`config.mk`:
```
export PLATFORM = sky130hd
export DESIGN_NAME = gain_ramp_ctrl_flat
export DESIGN_NICKNAME = d
export VERILOG_FILES = /design/src/rtl/gain_ramp_ctrl_if.sv /design/src/rtl/gain_ramp_ctrl.sv /design/src/flat_wrapper.sv
export SDC_FILE = /design/constraint.sdc
export NUM_CORES = 1
export LEC_CHECK = 0
export ABC_AREA = 1
export CORE_MARGIN = 4
export CORE_UTILIZATION = 52
export DETAILED_ROUTE_END_ITERATION = 8
export HOLD_SLACK_MARGIN = 0.05
export PLACE_DENSITY = 0.82
export SLEW_MARGIN = 20
export SYNTH_ARGS = -nofsm -noshare
export SYNTH_HDL_FRONTEND = slang
export SYNTH_SLANG_ARGS = --single-unit
```
`constraint.sdc`:
```
create_clock -name clk_sys -period 2.3 [get_ports clk_sys]
set_input_delay 0.23 -clock clk_sys [delete_from_list [all_inputs] [get_ports clk_sys]]
set_output_delay 0.23 -clock clk_sys [all_outputs]
set_load 0.1 [all_outputs]
```
`src/rtl/gain_ramp_ctrl_if.sv`:
```
`default_nettype none
// ============================================================================
// Module   : gain_ramp_ctrl_if
// Brief    : Target-gain configuration handshake between sound registers
//            and the gain ramp controller.
// Revision : 1.0 - initial release
// ============================================================================
interface gain_ramp_ctrl_if;
  logic       cfg_valid;
  logic       cfg_ready;
  logic [3:0] cfg_gain;

  modport master (
    output cfg_valid,
    output cfg_gain,
    input  cfg_ready
  );

  modport slave (
    input  cfg_valid,
    input  cfg_gain,
    output cfg_ready
  );
endinterface
`default_nettype wire

```
`src/rtl/gain_ramp_ctrl.sv`:
```
`default_nettype none
// ============================================================================
// Module   : gain_ramp_ctrl
// Brief    : Strobe-paced gain ramp toward a programmed target, with mute
//            and clip-driven AGC, driving the amplifier 4-bit gain input.
// Revision : 1.0 - initial release
// ============================================================================
module gain_ramp_ctrl #(
  parameter int RAMP_DIV   = 256,
  parameter int WIN        = 4096,
  parameter int CLIP_LIMIT = 8,
  parameter int INIT_GAIN  = 1
) (
  input  wire logic        clk_sys,
  input  wire logic        reset_n,
  input  wire logic        sample_stb,
  gain_ramp_ctrl_if.slave  cfg,
  input  wire logic        mute_in,
  input  wire logic        agc_en,
  input  wire logic        clip_in,
  output logic [3:0]       gain,
  output logic             busy,
  output logic             agc_event
);

  localparam int DIV_W  = (RAMP_DIV > 1) ? $clog2(RAMP_DIV) : 1;
  localparam int WIN_W  = $clog2(WIN);
  localparam int CLIP_W = $clog2(CLIP_LIMIT + 1);

  localparam logic [DIV_W-1:0]  c_div_last = DIV_W'(RAMP_DIV - 1);
  localparam logic [WIN_W-1:0]  c_win_last = WIN_W'(WIN - 1);
  localparam logic [CLIP_W-1:0] c_clip_lim = CLIP_W'(CLIP_LIMIT);
  localparam logic [3:0]        c_init     = 4'(INIT_GAIN);

  typedef enum logic [0:0] {
    ST_IDLE = 1'b0,
    ST_RAMP = 1'b1
  } state_t;

  state_t              r_state;
  state_t              w_state_nxt;
  logic [3:0]          r_gain;
  logic [3:0]          r_target;
  logic [DIV_W-1:0]    r_div;
  logic [WIN_W-1:0]    r_win;
  logic [CLIP_W-1:0]   r_clip;
  logic                r_agc_event;

  logic [3:0]          w_eff;
  logic [3:0]          w_target_nxt;
  logic [3:0]          w_eff_nxt;
  logic                w_accept;
  logic                w_agc_act;
  logic [CLIP_W-1:0]   w_clip_inc;
  logic                w_trig;
  logic                w_agc_dec;
  logic                w_step;
  logic                w_ready;
  logic                w_busy;

  assign w_eff     = mute_in ? 4'd0 : r_target;
  assign w_accept  = cfg.cfg_valid && (r_state == ST_IDLE);
  assign w_agc_act = agc_en && !mute_in;

  // The trigger fires on the strobe that brings the clip count to the limit,
  // so the counter itself never rests at CLIP_LIMIT.
  assign w_clip_inc = (r_clip != c_clip_lim) ? (r_clip + 1'b1) : r_clip;
  assign w_trig     = w_agc_act && sample_stb && clip_in && (w_clip_inc == c_clip_lim);
  assign w_agc_dec  = w_trig && !w_accept && (r_target > 4'd1);

  assign w_target_nxt = w_accept  ? cfg.cfg_gain :
                        w_agc_dec ? (r_target - 4'd1) : r_target;
  assign w_eff_nxt    = mute_in ? 4'd0 : w_target_nxt;

  assign w_step = (r_state == ST_RAMP) && sample_stb &&
                  (r_div == c_div_last) && (r_gain != w_eff);

  always_ff @(posedge clk_sys or negedge reset_n) begin
    if (!reset_n) begin
      r_state <= ST_IDLE;
    end else begin
      r_state <= w_state_nxt;
    end
  end

  // Leaving IDLE looks at the target being written on this edge so that a
  // config accept or AGC reduction drops cfg_ready on the very next cycle.
  always_comb begin
    w_state_nxt = r_state;
    w_ready     = 1'b0;
    w_busy      = 1'b0;
    case (r_state)
      ST_IDLE: begin
        w_ready = 1'b1;
        if (r_gain != w_eff_nxt) begin
          w_state_nxt = ST_RAMP;
        end
      end
      ST_RAMP: begin
        w_busy = 1'b1;
        if (r_gain == w_eff) begin
          w_state_nxt = ST_IDLE;
        end
      end
      default: begin
        w_state_nxt = ST_IDLE;
      end
    endcase
  end

  // Held at zero outside RAMP, which also gives the clear on RAMP entry.
  always_ff @(posedge clk_sys or negedge reset_n) begin
    if (!reset_n) begin
      r_div <= '0;
    end else if (r_state != ST_RAMP) begin
      r_div <= '0;
    end else if (sample_stb) begin
      r_div <= (r_div == c_div_last) ? '0 : (r_div + 1'b1);
    end
  end

  always_ff @(posedge clk_sys or negedge reset_n) begin
    if (!reset_n) begin
      r_gain <= 4'd0;
    end else if (w_step) begin
      r_gain <= (r_gain < w_eff) ? (r_gain + 4'd1) : (r_gain - 4'd1);
    end
  end

  always_ff @(posedge clk_sys or negedge reset_n) begin
    if (!reset_n) begin
      r_target    <= c_init;
      r_agc_event <= 1'b0;
    end else begin
      r_target    <= w_target_nxt;
      r_agc_event <= w_agc_dec;
    end
  end

  always_ff @(posedge clk_sys or negedge reset_n) begin
    if (!reset_n) begin
      r_win  <= '0;
      r_clip <= '0;
    end else if (!w_agc_act || w_trig) begin
      r_win  <= '0;
      r_clip <= '0;
    end else if (sample_stb) begin
      if (r_win == c_win_last) begin
        r_win  <= '0;
        r_clip <= '0;
      end else begin
        r_win  <= r_win + 1'b1;
        r_clip <= clip_in ? w_clip_inc : r_clip;
      end
    end
  end

  assign gain          = r_gain;
  assign busy          = w_busy;
  assign agc_event     = r_agc_event;
  assign cfg.cfg_ready = w_ready;

endmodule
`default_nettype wire

```
`src/flat_wrapper.sv`:
```
// flat-port wrapper written by rule: the top's interface ports become plain ports
module gain_ramp_ctrl_flat 
#(
  parameter int RAMP_DIV   = 256,
  parameter int WIN        = 4096,
  parameter int CLIP_LIMIT = 8,
  parameter int INIT_GAIN  = 1
)
  (clk_sys, reset_n, sample_stb, mute_in, agc_en, clip_in, gain, busy, agc_event, cfg_cfg_valid, cfg_cfg_gain, cfg_cfg_ready);
  gain_ramp_ctrl_if cfg_i ();
  input  wire logic clk_sys;
  input  wire logic reset_n;
  input  wire logic sample_stb;
  input  wire logic mute_in;
  input  wire logic agc_en;
  input  wire logic clip_in;
  output logic [3:0] gain;
  output logic busy;
  output logic agc_event;
  input wire logic [$bits(cfg_i.cfg_valid)-1:0] cfg_cfg_valid;
  input wire logic [$bits(cfg_i.cfg_gain)-1:0] cfg_cfg_gain;
  output wire logic [$bits(cfg_i.cfg_ready)-1:0] cfg_cfg_ready;
  assign cfg_i.cfg_valid = cfg_cfg_valid;
  assign cfg_i.cfg_gain = cfg_cfg_gain;
  assign cfg_cfg_ready = cfg_i.cfg_ready;
  gain_ramp_ctrl #(.RAMP_DIV(RAMP_DIV), .WIN(WIN), .CLIP_LIMIT(CLIP_LIMIT), .INIT_GAIN(INIT_GAIN)) u_core (.clk_sys(clk_sys), .reset_n(reset_n), .sample_stb(sample_stb), .cfg(cfg_i), .mute_in(mute_in), .agc_en(agc_en), .clip_in(clip_in), .gain(gain), .busy(busy), .agc_event(agc_event));
endmodule
```
==> run summary <==
outcome -> completed
Least-Margin Pin Slew -> 0.443 ns
Die ar. -> 0.00543 mm^2
vias in the first global route -> 1892
Max Freq -> 0.445 GHz
vias per inst -> 5.27
setup violators final -> 0
setup TNS -> 0 ns
H-tree Lvls -> 2
IO buf count -> 17
startpoint types -> flip-flop
Crit Path Category -> reg2reg
total number of vias -> 1976
CP Capture Type -> flip-flop
Slew Viols, Final -> 0
final hold violation count -> 0
fill count -> 327
DRC -> 0
GRT overflow -> 0
WL per Instance -> 13.1 um
DP Wirelength -> 3.68 mm
design area -> 0.00281 mm^2
CTS tree -> built
RSZ-0062 raised after global routing -> yes
setup slack after layout -> 0.0517 ns
area of the core -> 0.00409 mm^2
violation count after the first detailed-route iteration -> 123
fin nets -> 348
Initial Utilization -> 55.0%
shortest period the worst path allows -> 2.25 ns
Area Overhead vs Synth -> 25.0%
dpl ws -> -0.443 ns
max-cap violation count -> 0
Die Wd -> 73.7 um
cell taking the most area after synthesis -> dfrtp_1
Placed Area -> 0.00261 mm^2
die extent in y -> 73.7 um
CP arrival -> 2.41 ns
Antenna diodes -> 0
Pwr Total -> 2.00 mW
CTS root buffer -> clkbuf_8
clock slew at reported path FFs -> 0.07 ns
Cell Pwr Density -> 713 mW/mm^2
Seq/Total Area, Yosys -> 37.9%
register bit total from synthesis -> 34
area share of the largest cell type after synthesis -> 36.8%
Worst Hold Class -> in2async
Synth warnings -> 0
Worst-Skew Late Latency -> 0.28 ns
LEAKAGE -> 1.26 nW
Worst Skew -> 0.00284 ns
Rows -> 23
Placer Congestion -> 0.870
period utilization -> 97.8%
unique cell type count in the Yosys netlist -> 41
CTS max path bufs -> 2
Syn Inst Count -> 284
total CTS buffers -> 5
WL final -> 4.91 mm
Worst Path Max Fanout -> 3
largest net degree at the start of global routing -> 35
syn nets -> 308
layout cells sized above 1 -> 28.9%
hold buffer count at cts -> 0
first-pass GRT wire length -> 8.27 mm
max_slew headroom -> 70.4%
Syn Std Cell Area -> 0.00225 mm^2
initial antenna violation count -> 0
I/O Pins -> 18
DRT Pass-1 Iters -> 4
main area contributors after synthesis -> dfrtp_1 (37%), nand2_1 (10%), ha_1 (6.7%), inv_1 (5.7%), nor2_1 (4.7%)
syn_area_per_cell -> 7.91 um^2
All-Layer GR Usage -> 19.5%
Sink Count -> 34
Max VDD drop -> 0.717 mV
commonest cells after routing, fill and taps aside -> nand2_1 (55), inv_1 (31), dfrtp_1 (28), nor2_1 (24), buf_4 (23)
number of nets still failing antenna checks after routing -> 0
Req. time, crit path -> 2.46 ns
most common cell after layout, fill and taps aside -> nand2_1
## cells by family after synthesis
| kind of cell | share of synthesized area [%] |
|---|---|
| AO/OA/AOI/OAI | 9.14 |
| XOR/XNOR | 3.12 |
| adder cells (fa/ha/maj) | 7.58 |
| buffers and inverters | 8.13 |
| flip-flops | 37.9 |
| multiplexers | 0.501 |
| AND/OR/NAND/NOR | 33.6 |
## final cells by class
class                   instances  area, um^2  area share (%)
multi-input cells             204        1340            47.6
flip-flops and latches         34         866            30.9
repair buffers                 35         294            10.5
inverters                      44         168            5.97
clock buffers                   8        80.1            2.85
well taps                      50        62.6            2.23
## worst max-delay path, cell delays in order, from the launching register on
cell and delay, ns:
dfrtp_4 0.49, ha_4 0.28, nand2_1 0.05, o21ai_1 0.13, a21o_1 0.24, ha_4 0.24, nand2_2 0.06, nor2_2 0.04
a211oi_2 0.18, xor2_1 0.19, nor4_2 0.06, xor2_1 0.17
## layer usage
layer	up-vias	global-route usage, %	wire length [um]
li1	1004	-	-
met1	935	24.8	2180
met2	30	32.0	2530
met3	7	4.51	145
met4	0	7.44	46
met5	-	0	0
## sequential cells by signal, indices dropped and copies added, names as in the netlist
register / cells
u_core.gain: 4
u_core.r_clip: 4
u_core.r_div: 8
u_core.r_target: 4
u_core.r_win: 12
u_core.agc_event: 1
u_core.r_state: 1
## synth_stat cells, drive strengths merged
cell,instances
nand4,10
dfrtp,33
ha,12
nand3,18
a21boi,1
clkbuf,1
or2,4
nor4,1
clkinv,1
a21oi,12
nor3b,3
xor2,5
inv,43
a21o,1
a211oi,2
nand2,67
dfstp,1
and3,2
nor3,7
and2,1
mux2,1
o22ai,6
xnor2,3
buf,1
o21ai,13
fa,1
nor2,34
## what timing repair did
| item | 4_1_cts | 5_1_grt |
|---|---|---|
| buffers inserted | 1 | 3 |
| endpoints found under the setup margin | 1 | 2 |
| gates resized for setup | 5 | 18 |
| pin swaps | 6 | 11 |
## where the power goes
group | leakage (nW) | switching [mW] | total, mW | internal, mW
combinational | 0.774 | 0.498 | 0.838 | 0.341
sequential | 0.444 | 0.0717 | 0.744 | 0.673
clock | 0.0395 | 0.204 | 0.419 | 0.215
total | 1.26 | 0.774 | 2.00 | 1.23
## worst paths after layout
kind	from	endpoint	slack [ns]	cells past startpoint
min	reset_n	u_core.r_win[1]	0.36	2
max reg2reg	u_core.gain[2]	u_core.gain[3]	0.05	11
max	u_core.gain[2]	u_core.gain[3]	0.05	11
max in group asynchronous	reset_n	u_core.gain[2]	1.59	2
min reg2reg	u_core.r_div[0]	u_core.r_div[0]	0.53	1
min in group clk_sys	u_core.r_div[0]	u_core.r_div[0]	0.53	1
## through the flow
step | cells | utilization, % | hold slack [ns]
floorplan | 284 | - | -0.0656
global placement | 363 | 63.9 | 0.513
detailed placement | 363 | 63.9 | 0.516
CTS | 372 | 66.3 | 0.370
global route | 375 | 68.7 | 0.401
finish | 375 | 68.7 | 0.357
Power figures use the tool's default switching activity.
